$ cat src/rtl/pipelined_adder.sv
`default_nettype none
// ============================================================================
// Module   : pipelined_adder
// Purpose  : WIDTH-bit add/subtract split into STAGES equal chunks, one chunk
//            per pipeline stage, with the carry registered between stages.
//            Valid/ready handshake on both sides; one operation per cycle.
// Options  : define PIPELINED_ADDER_OVF_EN to add the signed-overflow output
//            'ovf', aligned with sum/out_valid.
// Revision : 1.0 - initial release
// ============================================================================
module pipelined_adder #(
   parameter int WIDTH  = 32,
   parameter int STAGES = 4
) (
   input  logic             clk,
   input  logic             rst,
   input  logic             in_valid,
   output logic             in_ready,
   input  logic [WIDTH-1:0] a,
   input  logic [WIDTH-1:0] b,
   input  logic             cin,
   input  logic             sub,
   output logic             out_valid,
   input  logic             out_ready,
   output logic [WIDTH-1:0] sum,
   output logic             cout
`ifdef PIPELINED_ADDER_OVF_EN
   ,
   output logic             ovf
`endif
);

   localparam int CW = WIDTH / STAGES;

   // Registered state of each stage. Operand words travel whole so that the
   // upper chunks are skew-delayed; the result word collects one finished
   // chunk per stage so all chunks of an operation leave together.
   logic             v_q [STAGES];
   logic             c_q [STAGES];
   logic [WIDTH-1:0] a_q [STAGES];
   logic [WIDTH-1:0] b_q [STAGES];
   logic [WIDTH-1:0] s_q [STAGES];

   // Inputs seen by each stage: ports for stage 0, previous stage otherwise.
   logic             in_v [STAGES];
   logic             in_c [STAGES];
   logic [WIDTH-1:0] in_a [STAGES];
   logic [WIDTH-1:0] in_b [STAGES];
   logic [WIDTH-1:0] in_s [STAGES];

   // Per-stage chunk add result (carry in MSB) and updated result word.
   logic [CW:0]      part  [STAGES];
   logic [WIDTH-1:0] nxt_s [STAGES];

   logic adv;

   // The whole pipe moves only when the output slot is free or being drained.
   assign adv       = !v_q[STAGES-1] || out_ready;
   assign in_ready  = adv;
   assign out_valid = v_q[STAGES-1];
   assign sum       = s_q[STAGES-1];
   assign cout      = c_q[STAGES-1];

   // Stage input selection and per-chunk addition.
   always_comb begin
      in_v[0] = in_valid;
      in_a[0] = a;
      in_b[0] = sub ? ~b : b;
      in_c[0] = sub ? 1'b1 : cin;
      in_s[0] = '0;
      for (int k = 1; k < STAGES; k++) begin
         in_v[k] = v_q[k-1];
         in_a[k] = a_q[k-1];
         in_b[k] = b_q[k-1];
         in_c[k] = c_q[k-1];
         in_s[k] = s_q[k-1];
      end
      for (int k = 0; k < STAGES; k++) begin
         part[k]  = {1'b0, in_a[k][k*CW +: CW]}
                  + {1'b0, in_b[k][k*CW +: CW]}
                  + {{CW{1'b0}}, in_c[k]};
         nxt_s[k] = in_s[k];
         nxt_s[k][k*CW +: CW] = part[k][CW-1:0];
      end
   end

   // Pipeline registers: cleared by reset, shifted together on advance.
   // Data shifts even with bubbles so idle contents stay deterministic.
   always_ff @(posedge clk or posedge rst) begin
      if (rst) begin
         for (int k = 0; k < STAGES; k++) begin
            v_q[k] <= 1'b0;
            c_q[k] <= 1'b0;
            a_q[k] <= '0;
            b_q[k] <= '0;
            s_q[k] <= '0;
         end
      end else if (adv) begin
         for (int k = 0; k < STAGES; k++) begin
            v_q[k] <= in_v[k];
            c_q[k] <= part[k][CW];
            a_q[k] <= in_a[k];
            b_q[k] <= in_b[k];
            s_q[k] <= nxt_s[k];
         end
      end
   end

`ifdef PIPELINED_ADDER_OVF_EN
   logic ovf_q;
   logic ovf_nxt;

   // Carry into the MSB is recovered from the MSB operand and sum bits.
   assign ovf_nxt = in_a[STAGES-1][WIDTH-1] ^ in_b[STAGES-1][WIDTH-1]
                  ^ nxt_s[STAGES-1][WIDTH-1] ^ part[STAGES-1][CW];
   assign ovf     = ovf_q;

   // Overflow flag registered alongside the final stage.
   always_ff @(posedge clk or posedge rst) begin
      if (rst) begin
         ovf_q <= 1'b0;
      end else if (adv) begin
         ovf_q <= ovf_nxt;
      end
   end
`endif

endmodule
`default_nettype wire

$ cat config.mk
export PLATFORM = sky130hd
export DESIGN_NAME = pipelined_adder
export DESIGN_NICKNAME = d
export VERILOG_FILES = /design/src/rtl/pipelined_adder.sv
export SDC_FILE = /design/constraint.sdc
export NUM_CORES = 1
export LEC_CHECK = 0
export ABC_AREA = 0
export CORE_MARGIN = 3
export CORE_UTILIZATION = 40
export CTS_CLUSTER_DIAMETER = 80
export CTS_CLUSTER_SIZE = 25
export DETAILED_ROUTE_END_ITERATION = 10
export PLACE_DENSITY = 0.63
export SYNTH_ARGS = -nofsm -noshare
export SYNTH_HDL_FRONTEND = slang
export SYNTH_SLANG_ARGS = --single-unit
$ cat constraint.sdc
create_clock -name clk -period 16.3 [get_ports clk]
set_input_delay 1.63 -clock clk [delete_from_list [all_inputs] [get_ports clk]]
set_output_delay 1.63 -clock clk [all_outputs]
set_load 0.005 [all_outputs]
==> results.txt, run 1 <==
The starting density of the core is 40.9%. For this run, design rule violations remaining after detail routing come to 0. The die extent in y came out at 150 um. The residual overflow from global routing came out at 0.

The final antenna diode count came out at 0. After floorplanning, the core was divided into 52 placement rows. The largest fanout on the critical path is 76.

The number of routed nets with antenna violations came out at 0. The beginning of the worst hold path is sum[2]. In the synthesized netlist the dominant register cell turns out to be sky130_fd_sc_hd__dfrtp_1.

The fraction of final layout cells sized beyond drive strength 1 is 4.48%. The clock tree from TritonCTS is built. The number of post-CTS setup repair buffers came out at 0. Subtracting the final worst setup slack from the clock period gives 4950 ps.

The largest total area in the synthesized netlist belongs to sky130_fd_sc_hd__dfrtp_1. In the final routed layout, each cell accounts on average for 12.6 um. For this run, the detailed router's first-pass iteration total came to 4.

The buffer levels on the longest clock path is 2. Counting distinct cell types in the post-synthesis netlist gives 34. Summed over all nets, the half-perimeter wirelength after detailed placement is 10.5 mm. Synthesis inferred 184 register bits. STA classifies the critical path endpoint as an output pin. The total wirelength of the detailed-routed design is 16.1 mm. The count of flip-flops with a built-in enable after synthesis came out at 0.

The placement-stage cell area came out at 9550 um^2. The data required time at the worst endpoint came out at 14670 ps. The sequential fraction of the synthesis area came out at 55.4%. The total leakage power came out at 0.00489 uW. The instance count along the most critical hold path is 2. The post-synthesis instance area came out at 8310 um^2. For the worst-skew pair, the clock arrives at the later sink with an insertion delay of 420 ps. The destination of the worst register-to-register timing path is in_s[65]. Entering global routing, the biggest net connects 138 pins. The number of cells on the worst reg-to-reg path is 7. The cell count after placement is 1243.

The post-synthesis instance total came out at 907. The share of synthesized flip-flops with an asynchronous set or reset is 100%. The final setup violation count is 0. Once layout is complete, the cells apart from fillers number 1275. The signal arrival time at the worst endpoint is 3320 ps. The number of global-route vias before repair came out at 5564. The tree built by TritonCTS fans out to 184 sinks. For this design, the CTS-stage hold fixing added 0 buffers. The TritonCTS buffer count is 17.

The worst slew margin relative to its limit came out at 27.5%. Sorting the synthesized cells by area gives the leading types as sky130_fd_sc_hd__dfrtp_1 55%, sky130_fd_sc_hd__nand2_1 19%, sky130_fd_sc_hd__ha_1 4.2%, sky130_fd_sc_hd__o21ai_0 3.2%, sky130_fd_sc_hd__xnor2_1 2.8%. The final clock period utilization by the worst path is 30.4%. The overall die area is 22500 um^2. For this design the ratio of total power to cell area is 185 nW/um^2. The flop-to-flop setup slack is 13640 ps. The worst setup path is launched from a primary input. The maximum level of the CTS H-tree is 4.

Across the VDD grid, the largest voltage drop is 0.0878 mV. The critical path in this run is classified as in -> out. The kind of path behind the tightest hold check is reg -> reg.

The clock root buffer master is sky130_fd_sc_hd__clkbuf_16. The initial antenna violation count came out at 0. The area of all placed cells without fillers came out at 10200 um^2.

For hold timing, the worst endpoint is sum[2]. The number of buffer cells added on primary ports is 104. The worst-margin pin slew came out at 1090 ps. The number of max-slew violations in the final report is 0. The warning count from the yosys run came out at 0.

The quantity of gates resized following cts is 0. Detailed routing inserted a total of 5885 vias. The clock-pin slew reported for the worst setup and hold paths after clock tree synthesis is 70 ps. The total count of hold-check failures in the final report came out at 0. The average cell area after synthesis came out at 9.16 um^2. Static timing analysis puts the maximum clock frequency at 202 MHz. The floorplan step defined a core boundary enclosing 20300 um^2.

The clock skew came out at 8.65 ps. The final weighted congestion in routability-driven placement came out at 0.797. The combined global-route utilization of all metal layers is 14.9%. Setup total negative slack on the finished layout was measured at 0 ps. The total power draw is 1890 uW. The number of top-level pins is 105.

The number of DRC markers in iteration 0 came out at 336. The filler cell count came out at 2009. The routed via count divided by cell count came out at 4.62.

The area added between synthesis and finish came out at 22.4%. The die extent in x is 150 um. Across the run, the number of max-cap violations was 0. The fraction of post-synthesis cell area in the top cell type by area is 55.4%. The synthesized netlist net count is 1013.

The final net count came out at 1098. The worst register-to-register path begins at out_valid. The run finished with clean final reports.

Setup repair after global routing left no endpoint under its margin. The first global-routing pass estimated 27.2 mm of wire.
per-layer routing:
layer	part of all wire (%)	GRT usage (%)	vias to the layer above
li1	-	-	3092
met1	48	20.6	2685
met2	47	23.8	92
met3	3.5	2.98	16
met4	1.4	4.80	0
met5	0	0	-
placed cells by master (no fill, tap or decap), drive strengths merged, types with 4 or more instances in the layout:
cell type / n
clkbuf: 22
ha: 28
nor3: 6
o21ai: 54
fa: 8
nand3: 5
clkdlybuf4s50: 103
a211oi: 10
buf: 8
nand2: 428
o31a: 5
xor2: 15
nor2b: 4
a221oi: 4
a21o: 9
inv: 11
o31ai: 4
o21a: 11
nor2: 16
o21bai: 4
xnor2: 27
a21oi: 17
dfrtp: 184
nor3b: 6
Yosys cell counts, drive strengths merged (9+ instances only):
| cell | count |
|---|---|
| ha | 28 |
| nor2 | 16 |
| a21oi | 17 |
| nand2 | 428 |
| buf | 27 |
| a211oi | 10 |
| xnor2 | 27 |
| xor2 | 15 |
| dfrtp | 184 |
| a21o | 9 |
| o21ai | 54 |
| o21a | 11 |
| clkbuf | 18 |
through the flow:
| step | util (%) | hold slack [ps] | worst slack, ps |
|---|---|---|---|
| after global placement | 47.0 | 448 | 11340 |
| after CTS | 50.1 | 470 | 11340 |
| after floorplan | - | 430 | 9670 |
| after detailed placement | 47.0 | 455 | 11340 |
| after global routing | 50.1 | 484 | 11230 |
| final | 50.1 | 465 | 11350 |
critical path, stage by stage:
cell	delay [ps]
sky130_fd_sc_hd__clkdlybuf4s50_1	440
sky130_fd_sc_hd__nor2b_4	110
sky130_fd_sc_hd__buf_4	570
sky130_fd_sc_hd__inv_4	60
sky130_fd_sc_hd__clkdlybuf4s50_1	470
sequential cells by signal, summed over array words and instances (netlist names):
name	flops
cout	1
sum	32
in_s	48
in_v	3
a_q	48
c_q	3
out_valid	1
b_q	48
power breakdown:
| group | total (uW) | internal [uW] | switching, uW |
|---|---|---|---|
| Sequential | 772 | 661 | 112 |
| Combinational | 685 | 321 | 363 |
| Clock | 429 | 255 | 174 |
| Total | 1890 | 1240 | 649 |
layout make-up:
cell class | count | area (um^2) | share of cell area (%)
Sequential cell | 184 | 4600 | 45.3
Multi-Input combinational cell | 669 | 3480 | 34.2
Timing Repair Buffer | 111 | 1090 | 10.7
Clock buffer | 22 | 474 | 4.66
Tap cell | 270 | 338 | 3.32
Clock inverter | 10 | 141 | 1.39
Inverter | 9 | 43.8 | 0.431
cells by family after synthesis:
kind of cell,share of synthesized area (%)
AO/OA/AOI/OAI,8.93
adder cells (fa/ha/maj),6.15
flip-flops,55.4
buffers and inverters,2.80
XOR/XNOR,4.43
AND/OR/NAND/NOR,22.3
worst max path at each step:
| stage | start | end | cells past startpoint |
|---|---|---|---|
| CTS | out_ready | in_ready | 5 |
| detailed placement | out_ready | in_ready | 5 |
| global placement | out_ready | in_ready | 5 |
| floorplan | rst | a_q[104] | 1 |
| global route | out_ready | in_ready | 5 |
| finish | out_ready | in_ready | 5 |
Power figures use the tool's default switching activity.
==> run 2, diff against run 1 <==
==> constraint.sdc (replaced) <==
create_clock -name clk -period 5.03 [get_ports clk]
set_input_delay 0.503 -clock clk [delete_from_list [all_inputs] [get_ports clk]]
set_output_delay 0.503 -clock clk [all_outputs]
set_load 0.005 [all_outputs]
==> run 2 against run 1 <==
  * Worst hold slack got worse by 3.9 ps
  * Final area fell by 0.47%
  * Sequential share of layout area rose by 0.21 points
  * Largest power group unchanged
==> results.txt, run 2 (synthesis results as in run 1) <==
The run finished with clean final reports. The worst setup path is of the in -> out kind. The data required time at the worst endpoint is 4530 ps.

The detailed placement HPWL came out at 10.1 mm. The worst slew margin relative to its limit is 34.5%. From bottom edge to top edge, the die measures 150 um.

The routed length per placed instance came out at 12.6 um. The flop-to-flop setup slack came out at 2580 ps. The signal arrival time at the worst endpoint came out at 2140 ps. The utilization after layout is 49.8%. The fraction of final layout cells sized beyond drive strength 1 is 4.10%. In this run the critical register-to-register path is launched from c_q[2]. The number of hold-repair buffers added at the cts stage is 0. The final antenna diode count came out at 0. The row count is 52. STA classifies the critical path startpoint as a primary input. The DRC violation count after routing is 0. The shortest clock period the worst path allows after layout is 2640 ps. The largest voltage drop on the vdd net came out at 0.267 mV. The worst-margin pin slew is 983 ps. The count of nets left with antenna violations once routing finished came out at 0. For this design the top-level I/O count stands at 105. The number of post-CTS setup repair buffers is 0. The final weighted congestion in routability-driven placement came out at 0.767. The maximum number of pins on one net before global-route repair came out at 226.

The min-delay analysis places its worst path in the category reg -> reg. The wire length of the first global-routing pass is 27.6 mm. The total leakage power came out at 0.00485 uW. The top cell types in the final layout, fill and taps aside, are 428 x sky130_fd_sc_hd__nand2_1, 184 x sky130_fd_sc_hd__dfrtp_1, 103 x sky130_fd_sc_hd__clkdlybuf4s50_1. The number of cells on the worst reg-to-reg path came out at 7.

The clock skew came out at 6.64 ps. The detailed-routing iteration count for the pre-antenna-repair pass is 5. The number of clock sinks came out at 184. TritonCTS built the clock tree.

The routed via count divided by cell count is 4.61. In the final layout, flip-flops and latches occupy 4600 um^2. Clock-pin slew was measured on the worst setup and hold paths at 70 ps. The area of the core came out at 20300 um^2. Setup repair after global routing left no endpoint under its margin.

The combined area of the multi-input logic cells came out at 3480 um^2. The clock passes through at most 2 buffers. In this run the worst setup path begins at out_ready.

Power spread over the standard cell area amounts to 594 nW/um^2. The area added between synthesis and finish is 21.8%. For this run, the total global-route usage over all layers was measured as 15.2%. The library cell used most frequently in the layout, excluding fill and tap cells, is sky130_fd_sc_hd__nand2_1.

The overall die area is 22500 um^2. The die extent in x is 150 um. The final clock period utilization by the worst path came out at 52.5%. The TritonCTS buffer count came out at 17. The number of global-route vias before repair came out at 5707. The initial antenna violation count came out at 0.

The largest fanout on the critical path is 55. The accumulated negative setup slack is 0 ps. The total count of hold-check failures in the final report is 0. The number of buffer cells added on primary ports came out at 104. Across the run, the number of max-cap violations was 0.

The quantity of gates resized following cts is 0. The number of standard cells in the final layout excluding fillers came out at 1270. The net count of the finished layout is 1095. The routed layout has 5857 vias.

In this run the critical register-to-register path is captured at c_q[1]. In this run, the number of DRC markers left after iteration 0 of detailed routing was 292. The starting density of the core is 40.9%. The H-tree generated during clock tree synthesis spans 4 levels. Across all hold checks on the routed design, the worst slack comes to 461 ps. The critical path ends at in_ready. The cell count after placement came out at 1240. The tree is rooted in a sky130_fd_sc_hd__clkbuf_16. The clock latency on the worst-skew pair is 420 ps. The final setup violation count came out at 0.

The worst setup path is captured at an output pin. The total wirelength of the detailed-routed design is 16.1 mm. The filler cell count is 1998. The number of max-slew violations in the final report came to 0. The peak clock frequency supported by timing came out at 378 MHz.

The residual overflow from global routing is 0.
## run 2: cell count changes in the layout (fill, tap and decap cells not counted)
cell / before / now
sky130_fd_sc_hd__buf_4: 7 / 2
sky130_fd_sc_hd__clkinv_4: 1 / 2
sky130_fd_sc_hd__inv_8: 1 / 0
sky130_fd_sc_hd__clkinvlp_4: 2 / 5
sky130_fd_sc_hd__inv_6: 2 / 1
sky130_fd_sc_hd__buf_12: 0 / 2
sky130_fd_sc_hd__bufinv_16: 3 / 2
sky130_fd_sc_hd__clkbuf_1: 2 / 1
sky130_fd_sc_hd__clkbuf_8: 3 / 1
## run 2: routing by layer
layer  vias to the layer above  share of wire, %  track usage (%)
met5                         -                 0                0
met4                         0               1.2             5.08
met3                        16               3.1             2.47
met2                        82                46             24.0
met1                      2674                50             21.4
li1                       3085                 -                -
## run 2: power by group
part           internal (uW)  leakage (uW)  switching (uW)  total [uW]
Combinational           1040       0.00236            1160        2200
Clock                    741      0.000267             569        1310
Sequential              2140       0.00222             358        2500
Total                   3920       0.00485            2090        6010
## run 2: area by class of cell
| type | count | area share [%] |
|---|---|---|
| Multi-Input combinational cell | 669 | 34.4 |
| Clock buffer | 19 | 4.38 |
| Tap cell | 270 | 3.34 |
| Clock inverter | 11 | 1.25 |
| Sequential cell | 184 | 45.5 |
| Inverter | 9 | 0.396 |
| Timing Repair Buffer | 108 | 10.8 |
## run 2: worst max-delay path: stages
cell and delay, ps:
sky130_fd_sc_hd__clkdlybuf4s50_1 540, sky130_fd_sc_hd__nor2b_4 70, sky130_fd_sc_hd__inv_4 380, sky130_fd_sc_hd__clkdlybuf4s50_1 610
## run 2: how the worst min path moves through the flow
stage                   from   endpoint  slack [ps]  depth (start not counted)
detailed placement   in_v[0]  out_valid         450                          1
floorplan            in_v[0]    in_v[0]         430                          2
finish               in_v[0]    in_v[0]         460                          2
global placement     in_v[0]    in_v[0]         440                          2
CTS                  in_v[0]    in_v[0]         460                          2
global route        b_q[118]    b_q[86]         480                          2
## run 2: per-stage QoR
step / cell area [um^2] / power, uW / setup slack (ps)
after floorplan: 8310 / 4040 / 2160
after global placement: 9550 / 4710 / 2130
after detailed placement: 9550 / 4770 / 2130
after CTS: 10100 / 6110 / 2350
after global routing: 10100 / 6570 / 2300
final: 10100 / 6010 / 2390
